[src/rtl/game_frame_renderer_if.sv]
// Pixel stream bus between the game logic controller, the frame renderer and the
// video output stage. The slave modport is the renderer's view of the bus.
interface game_frame_renderer_if;
   localparam int unsigned HW   = 11;
   localparam int unsigned VW   = 10;
   localparam int unsigned DW   = 8;
   localparam int unsigned GSW  = 3;
   localparam int unsigned RGBW = 24;
   localparam int unsigned CW   = 16;
   localparam int unsigned MW   = 2;

   // annotated pixel stream from the game logic controller
   logic [HW-1:0]   hcount_in;
   logic [VW-1:0]   vcount_in;
   logic            data_valid_in;
   logic [DW-1:0]   wall_depth_in;
   logic            is_wall_in;
   logic            is_person_in;
   logic            is_collision_in;
   logic [GSW-1:0]  game_state_in;

   // rendered stream and frame statistics towards the output stage
   logic [HW-1:0]   hcount_out;
   logic [VW-1:0]   vcount_out;
   logic            data_valid_out;
   logic [RGBW-1:0] pixel_out;
   logic [CW-1:0]   collision_count_out;
   logic            frame_done_out;
   logic [MW-1:0]   mode_out;

   modport master (
      output hcount_in, vcount_in, data_valid_in, wall_depth_in,
             is_wall_in, is_person_in, is_collision_in, game_state_in,
      input  hcount_out, vcount_out, data_valid_out, pixel_out,
             collision_count_out, frame_done_out, mode_out
   );

   modport slave (
      input  hcount_in, vcount_in, data_valid_in, wall_depth_in,
             is_wall_in, is_person_in, is_collision_in, game_state_in,
      output hcount_out, vcount_out, data_valid_out, pixel_out,
             collision_count_out, frame_done_out, mode_out
   );
endinterface

[src/rtl/game_frame_renderer.sv]
// Game frame renderer: colours the annotated pixel stream, counts collision
// pixels per frame and sequences the hit-flash / game-over display modes.
module game_frame_renderer #(
   parameter int unsigned SCREEN_WIDTH     = 1280,
   parameter int unsigned SCREEN_HEIGHT    = 720,
   parameter int unsigned GOAL_DEPTH       = 60,
   parameter int unsigned GOAL_DEPTH_DELTA = 10,
   parameter int unsigned FLASH_FRAMES     = 8,
   parameter logic [23:0] BG_COLOR         = 24'h202020
) (
   input  logic                  clk_in,
   input  logic                  rst_in,
   game_frame_renderer_if.slave  px
);

   localparam int unsigned HW      = 11;
   localparam int unsigned VW      = 10;
   localparam int unsigned DW      = 8;
   localparam int unsigned PW      = 10;
   localparam int unsigned RGBW    = 24;
   localparam int unsigned CW      = 16;
   localparam int unsigned FLASH_W = (FLASH_FRAMES > 1) ? $clog2(FLASH_FRAMES) : 1;

   localparam logic [HW-1:0]      LAST_H     = HW'(SCREEN_WIDTH - 1);
   localparam logic [VW-1:0]      LAST_V     = VW'(SCREEN_HEIGHT - 1);
   localparam logic [DW-1:0]      DEPTH_LO   = DW'(GOAL_DEPTH - GOAL_DEPTH_DELTA);
   localparam logic [DW-1:0]      DEPTH_HI   = DW'(GOAL_DEPTH + GOAL_DEPTH_DELTA);
   localparam logic [FLASH_W-1:0] FLASH_LAST = FLASH_W'(FLASH_FRAMES - 1);
   localparam logic [RGBW-1:0]    RED        = 24'hFF0000;
   localparam logic [RGBW-1:0]    GREEN      = 24'h00FF00;
   localparam logic [RGBW-1:0]    YELLOW     = 24'hFFFF00;
   localparam logic [CW-1:0]      CNT_MAX    = 16'hFFFF;

   typedef enum logic [1:0] {
      MODE_PLAYING   = 2'd0,
      MODE_FLASH     = 2'd1,
      MODE_GAME_OVER = 2'd2
   } mode_e;

   // display state
   mode_e               mode_q, mode_d;
   logic [FLASH_W-1:0]  flash_cnt_q, flash_cnt_d;

   // stage 1
   logic                s1_valid_q;
   logic [HW-1:0]       s1_h_q;
   logic [VW-1:0]       s1_v_q;
   logic [RGBW-1:0]     s1_base_q, s1_base_d;
   mode_e               s1_mode_q;
   logic                s1_flash_b0_q;
   logic                s1_coll_q;

   // stage 2 / outputs
   logic                out_valid_q;
   logic [HW-1:0]       out_h_q;
   logic [VW-1:0]       out_v_q;
   logic [RGBW-1:0]     out_pix_q, out_pix_d;

   // collision statistics
   logic [CW-1:0]       coll_cnt_q, coll_cnt_d;
   logic [CW-1:0]       coll_total_q, coll_total_d;
   logic                frame_done_q;

   logic                fe_c;
   logic                lost_c;
   logic                coll_hit_c;
   logic [CW-1:0]       coll_sum_c;
   logic [PW-1:0]       depth_x3_c;
   logic [DW-1:0]       depth_blue_c;
   logic                in_window_c;

   assign fe_c       = px.data_valid_in && (px.hcount_in == LAST_H) && (px.vcount_in == LAST_V);
   assign lost_c     = (px.game_state_in == 3'd0);
   assign coll_hit_c = px.data_valid_in && px.is_collision_in;

   assign depth_x3_c   = PW'(px.wall_depth_in) * PW'(3);
   assign depth_blue_c = (depth_x3_c > PW'(255)) ? 8'hFF : depth_x3_c[DW-1:0];
   assign in_window_c  = (px.wall_depth_in >= DEPTH_LO) && (px.wall_depth_in <= DEPTH_HI);

   assign coll_sum_c = (coll_hit_c && (coll_cnt_q != CNT_MAX)) ? coll_cnt_q + CW'(1) : coll_cnt_q;

   // Display-mode transitions, evaluated only on the frame-end pixel
   always_comb begin
      mode_d      = mode_q;
      flash_cnt_d = flash_cnt_q;
      if (fe_c) begin
         case (mode_q)
            MODE_PLAYING: begin
               if (lost_c) begin
                  mode_d      = MODE_FLASH;
                  flash_cnt_d = '0;
               end
            end
            MODE_FLASH: begin
               if (!lost_c) begin
                  mode_d = MODE_PLAYING;
               end else if (flash_cnt_q == FLASH_LAST) begin
                  mode_d = MODE_GAME_OVER;
               end else begin
                  flash_cnt_d = flash_cnt_q + FLASH_W'(1);
               end
            end
            MODE_GAME_OVER: begin
               if (!lost_c) mode_d = MODE_PLAYING;
            end
            default: mode_d = MODE_PLAYING;
         endcase
      end
   end

   // Display-mode state register
   always_ff @(posedge clk_in or posedge rst_in) begin
      if (rst_in) begin
         mode_q      <= MODE_PLAYING;
         flash_cnt_q <= '0;
      end else begin
         mode_q      <= mode_d;
         flash_cnt_q <= flash_cnt_d;
      end
   end

   // Base colour by flag priority; invalid pixels are black
   always_comb begin
      s1_base_d = BG_COLOR;
      if (!px.data_valid_in) begin
         s1_base_d = '0;
      end else if (px.is_collision_in) begin
         s1_base_d = RED;
      end else if (px.is_person_in) begin
         s1_base_d = GREEN;
      end else if (px.is_wall_in && in_window_c) begin
         s1_base_d = YELLOW;
      end else if (px.is_wall_in) begin
         s1_base_d = {8'h00, 8'h00, depth_blue_c};
      end
   end

   // Stage 1: capture pixel, base colour and the mode it was sampled under
   always_ff @(posedge clk_in or posedge rst_in) begin
      if (rst_in) begin
         s1_valid_q    <= 1'b0;
         s1_h_q        <= '0;
         s1_v_q        <= '0;
         s1_base_q     <= '0;
         s1_mode_q     <= MODE_PLAYING;
         s1_flash_b0_q <= 1'b0;
         s1_coll_q     <= 1'b0;
      end else begin
         s1_valid_q    <= px.data_valid_in;
         s1_h_q        <= px.hcount_in;
         s1_v_q        <= px.vcount_in;
         s1_base_q     <= s1_base_d;
         s1_mode_q     <= mode_q;
         s1_flash_b0_q <= flash_cnt_q[0];
         s1_coll_q     <= px.is_collision_in;
      end
   end

   // Mode overlay: red flash on even flash frames, quarter-brightness when game over
   always_comb begin
      out_pix_d = s1_base_q;
      if (!s1_valid_q) begin
         out_pix_d = '0;
      end else begin
         case (s1_mode_q)
            MODE_FLASH: begin
               if (!s1_flash_b0_q) out_pix_d = RED;
            end
            MODE_GAME_OVER: begin
               if (!s1_coll_q) begin
                  out_pix_d = {2'b00, s1_base_q[23:18],
                               2'b00, s1_base_q[15:10],
                               2'b00, s1_base_q[7:2]};
               end
            end
            default: out_pix_d = s1_base_q;
         endcase
      end
   end

   // Stage 2: output registers, kept aligned with the delayed position/valid
   always_ff @(posedge clk_in or posedge rst_in) begin
      if (rst_in) begin
         out_valid_q <= 1'b0;
         out_h_q     <= '0;
         out_v_q     <= '0;
         out_pix_q   <= '0;
      end else begin
         out_valid_q <= s1_valid_q;
         out_h_q     <= s1_h_q;
         out_v_q     <= s1_v_q;
         out_pix_q   <= out_pix_d;
      end
   end

   // Collision counter: the frame-end pixel belongs to the finishing frame
   always_comb begin
      coll_cnt_d   = coll_sum_c;
      coll_total_d = coll_total_q;
      if (fe_c) begin
         coll_total_d = coll_sum_c;
         coll_cnt_d   = '0;
      end
   end

   // Collision statistics and frame-done pulse registers
   always_ff @(posedge clk_in or posedge rst_in) begin
      if (rst_in) begin
         coll_cnt_q   <= '0;
         coll_total_q <= '0;
         frame_done_q <= 1'b0;
      end else begin
         coll_cnt_q   <= coll_cnt_d;
         coll_total_q <= coll_total_d;
         frame_done_q <= fe_c;
      end
   end

   assign px.hcount_out          = out_h_q;
   assign px.vcount_out          = out_v_q;
   assign px.data_valid_out      = out_valid_q;
   assign px.pixel_out           = out_pix_q;
   assign px.collision_count_out = coll_total_q;
   assign px.frame_done_out      = frame_done_q;
   assign px.mode_out            = mode_q;

endmodule
[src/flat_wrapper.sv]
// flat-port wrapper written by rule: the top's interface ports become plain ports
module game_frame_renderer_flat 
#(
   parameter int unsigned SCREEN_WIDTH     = 1280,
   parameter int unsigned SCREEN_HEIGHT    = 720,
   parameter int unsigned GOAL_DEPTH       = 60,
   parameter int unsigned GOAL_DEPTH_DELTA = 10,
   parameter int unsigned FLASH_FRAMES     = 8,
   parameter logic [23:0] BG_COLOR         = 24'h202020
)
  (clk_in, rst_in, px_hcount_in, px_vcount_in, px_data_valid_in, px_wall_depth_in, px_is_wall_in, px_is_person_in, px_is_collision_in, px_game_state_in, px_hcount_out, px_vcount_out, px_data_valid_out, px_pixel_out, px_collision_count_out, px_frame_done_out, px_mode_out);
  game_frame_renderer_if px_i ();
  input  logic clk_in;
  input  logic rst_in;
  input wire logic [$bits(px_i.hcount_in)-1:0] px_hcount_in;
  input wire logic [$bits(px_i.vcount_in)-1:0] px_vcount_in;
  input wire logic [$bits(px_i.data_valid_in)-1:0] px_data_valid_in;
  input wire logic [$bits(px_i.wall_depth_in)-1:0] px_wall_depth_in;
  input wire logic [$bits(px_i.is_wall_in)-1:0] px_is_wall_in;
  input wire logic [$bits(px_i.is_person_in)-1:0] px_is_person_in;
  input wire logic [$bits(px_i.is_collision_in)-1:0] px_is_collision_in;
  input wire logic [$bits(px_i.game_state_in)-1:0] px_game_state_in;
  output wire logic [$bits(px_i.hcount_out)-1:0] px_hcount_out;
  output wire logic [$bits(px_i.vcount_out)-1:0] px_vcount_out;
  output wire logic [$bits(px_i.data_valid_out)-1:0] px_data_valid_out;
  output wire logic [$bits(px_i.pixel_out)-1:0] px_pixel_out;
  output wire logic [$bits(px_i.collision_count_out)-1:0] px_collision_count_out;
  output wire logic [$bits(px_i.frame_done_out)-1:0] px_frame_done_out;
  output wire logic [$bits(px_i.mode_out)-1:0] px_mode_out;
  assign px_i.hcount_in = px_hcount_in;
  assign px_i.vcount_in = px_vcount_in;
  assign px_i.data_valid_in = px_data_valid_in;
  assign px_i.wall_depth_in = px_wall_depth_in;
  assign px_i.is_wall_in = px_is_wall_in;
  assign px_i.is_person_in = px_is_person_in;
  assign px_i.is_collision_in = px_is_collision_in;
  assign px_i.game_state_in = px_game_state_in;
  assign px_hcount_out = px_i.hcount_out;
  assign px_vcount_out = px_i.vcount_out;
  assign px_data_valid_out = px_i.data_valid_out;
  assign px_pixel_out = px_i.pixel_out;
  assign px_collision_count_out = px_i.collision_count_out;
  assign px_frame_done_out = px_i.frame_done_out;
  assign px_mode_out = px_i.mode_out;
  game_frame_renderer #(.SCREEN_WIDTH(SCREEN_WIDTH), .SCREEN_HEIGHT(SCREEN_HEIGHT), .GOAL_DEPTH(GOAL_DEPTH), .GOAL_DEPTH_DELTA(GOAL_DEPTH_DELTA), .FLASH_FRAMES(FLASH_FRAMES), .BG_COLOR(BG_COLOR)) u_core (.clk_in(clk_in), .rst_in(rst_in), .px(px_i));
endmodule
[config.mk]
export PLATFORM = sky130hd
export DESIGN_NAME = game_frame_renderer_flat
export DESIGN_NICKNAME = d
export VERILOG_FILES = /design/src/rtl/game_frame_renderer_if.sv /design/src/rtl/game_frame_renderer.sv /design/src/flat_wrapper.sv
export SDC_FILE = /design/constraint.sdc
export NUM_CORES = 1
export LEC_CHECK = 0
export ABC_AREA = 1
export CAP_MARGIN = 10
export CORE_UTILIZATION = 40
export CTS_CLUSTER_SIZE = 16
export DETAILED_ROUTE_END_ITERATION = 12
export PLACE_DENSITY = 0.67
export SLEW_MARGIN = 20
export SYNTH_ARGS = -nofsm -noshare
export SYNTH_HDL_FRONTEND = slang
export SYNTH_SLANG_ARGS = --single-unit
[constraint.sdc]
create_clock -name clk_in -period 3.54 [get_ports clk_in]
set_clock_uncertainty 0.2 [all_clocks]
set_input_delay 0.354 -clock clk_in [delete_from_list [all_inputs] [get_ports clk_in]]
set_output_delay 0.354 -clock clk_in [all_outputs]
set_load 0.02 [all_outputs]
==> run metrics <==
Clock Power Share=0.473; ant diodes=0; placed cell areas=between 0.006 and 0.007 sq mm; synth cell count leaders=nand2_1 (170), dfrtp_1 (114), inv_1 (74), nor2_1 (56), nand3_1 (31); dominant cells by area after synthesis=dfrtp_1 (55%), nand2_1 (12%), ha_1 (6.0%); Std-Cell Core Area=0.0127 sq mm; Mapped Avg Cell Area=about 9 sq um; hold buffer count at CTS=0; DR vias=roughly 4000; largest net degree at the start of global routing=40; GR Overflow Total=0; Lkg Pwr=approximately 3.4 nW; H-tree depth=4; most common cell in the netlist=nand2_1; crit path kind=input port to flip-flop; Synth Net Count=between 600 and 700; clk_lat worst skew=0.41 ns; Final period util=0.650; status=complete, no violations; Final Hold Violating Endpoints=0; die height=116 microns; HPWL Detailed=roughly 8100 microns; Compound-Gate Fraction of Synth Area=0.0508; TNS Setup=0 ns; Pwr Density=490 mW/mm^2; max-slew violations=0; WL per Instance=12.4 microns; dpl cells=between 800 and 900; Req. time, crit path=3.67 ns; CP top delay family=buffers and inverters; Cell Area, Synth=between 0.005 and 0.006 sq mm; largest family of logic cells by synthesized area=simple AND/OR/NAND/NOR gates; final wirelength=between 10000 and 15000 microns; worst hold path class=flip-flop to flip-flop; fraction of power consumed by sequential logic=0.416; setup bufs post-CTS=0; io pins=103; Final GP Congestion=0.902; Layout Cells excl Fill=just under 900; flops & latches, synth=114; switching share of power=0.244; first-pass GRT wire length=approximately 18000 microns; CTS buffer count=17; Seq/Total Area, Yosys=0.547; DR pass1 iterations=4; worst vdd ir=295 uV; post-synth top area cell=dfrtp_1; CTS tree=done; P_sw=~0.83 mW; Max-slew headroom=0.435; Max Freq=434 MHz; initial antenna violation count=0; slowest CP cell=clkdlybuf4s50_1; GRT Total Usage=0.172; port bufs=102; share of flip-flops with an asynchronous set or reset=1.00; Largest stage delay, worst path=0.60 ns; critical path launch point type=input port; Setup Viol. Count Final=0; vias in the first global route=3901; mux contribution to synthesized area=0; CP cell instances=clkdlybuf4s50_1 -> ha_1 -> inv_1 -> fa_1 -> inv_1 -> nand3_1 -> nand3_1 -> a21oi_1 -> nand3_1 -> nor2_1 -> nor2_1; XOR/XNOR share of the synthesized area=0.0168; CTS sink cnt=114; CP bufs+invs=3; Post-synth EDFFs=0; Synth Flop Type=dfrtp_1; yosys warns=0; Most common cell on crit path=nand3_1; max cap viols=0; Root Buffer=clkbuf_16; Int Pwr=2.58 mW; Syn Inst Count=591; layout cells sized above 1=0.0742; RSZ-0062 raised after global routing=no; Starting Density=0.412; simple-gate share of the synthesized area=0.246; Synth cell types=36; top cell type's share of synthesized area=0.547; area delta synth->final=33.4%; measured slew at the worst slew-check pin=0.846 ns; die area=0.0135 sq mm; Clock Tree Buf Depth=2; post_cts resized=0; final instance area=between 0.006 and 0.007 sq mm; Logic pwr share=0.111; DR vias/cell=around 4.6; initial DRC count=266; Pwr Total=~3.4 mW; Nets=~770; DRT antenna net count=0; Tmin final=2.30 ns; placement row count=between 40 and 50; adder-cell share of the synthesized area=0.0638; CP Max Fanout=8; WHS=roughly 0.14 ns; Die Wd=116 microns; DRC viols=0; Critical Path AT=2.43 ns; Crit. End Element=flip-flop; Clk pin slew, worst setup/hold paths=0.05 ns
## cell usage in the layout, fill, tap and decap left out, drive strengths merged, types with 4 or more instances in the layout
cell type / instances
o22ai: 5
a21oi: 21
o21ai: 16
xor2: 5
xnor2: 5
ha: 25
clkbuf: 22
buf: 4
clkdlybuf4s50: 102
nand3: 31
clkinv: 5
dfrtp: 114
nor3: 5
clkinvlp: 5
inv: 75
nor2: 60
nand2: 184
nand4: 16
## power groups by stage
stage / clock (mW) / combinational, mW / sequential (mW)
floorplan: 0 / 0.219 / 1.45
global placement: 0 / 0.373 / 1.44
detailed placement: 0 / 0.381 / 1.44
CTS: 1.64 / 0.383 / 1.42
global route: 1.71 / 0.423 / 1.43
finish: 1.61 / 0.379 / 1.42
## registers in the layout, indices dropped and copies added, names as in the netlist, 2 cells and up
| register | flops |
|---|---|
| u_core.px.pixel_out | 16 |
| u_core.s1_v_q | 10 |
| u_core.coll_cnt_q | 16 |
| u_core.px.hcount_out | 11 |
| u_core.flash_cnt_q | 3 |
| u_core.px.collision_count_out | 16 |
| u_core.s1_base_q | 12 |
| u_core.s1_mode_q | 2 |
| u_core.s1_h_q | 11 |
| u_core.px.vcount_out | 10 |
| u_core.px.mode_out | 2 |
## area by class of cell
type / count / area, sq um
inverters: 77 / 295
repair buffers: 106 / 1060
fillers: 1158 / 5710
clock buffers: 22 / 454
clock inverters: 10 / 110
well taps: 172 / 215
flip-flops and latches: 114 / 2850
multi-input cells: 385 / 1970
## layer usage
metal	global-route usage	up-vias	wire length, microns
met4	0.0718	0	199
met1	0.224	1908	5240
met3	0.0400	19	461
met2	0.278	103	5070
met5	0	-	0
li1	-	2080	-
## path summary, 6_finish.rpt
check	startpoint	end	slack [ns]	cells after the start
min	u_core.s1_v_q[1]	u_core.px.vcount_out[1]	0.14	0
max reg2reg	u_core.coll_cnt_q[0]	u_core.px.collision_count_out[5]	1.55	10
max in group asynchronous	rst_in	u_core.s1_v_q[0]	2.14	3
max	px_wall_depth_in[1]	u_core.s1_base_q[4]	1.24	11
min in group asynchronous	rst_in	u_core.s1_h_q[0]	0.27	2
min reg2reg	u_core.s1_v_q[1]	u_core.px.vcount_out[1]	0.14	0
## kinds of logic after synthesis
group / after synthesis
xor gates and xnor gates: 10
AOI/OAI and AO/OA: 48
DFF: 114
and+or+nand+nor: 301
buffers and inverters: 92
adders and majority gates: 26
## metrics by stage
step	util	setup WS, ns
2_1_floorplan	-	1.60
3_3_place_gp	0.505	0.895
3_5_place_dp	0.505	0.832
4_1_cts	0.549	1.25
5_1_grt	0.549	1.05
6_report	0.549	1.24
Power figures use the tool's default switching activity.
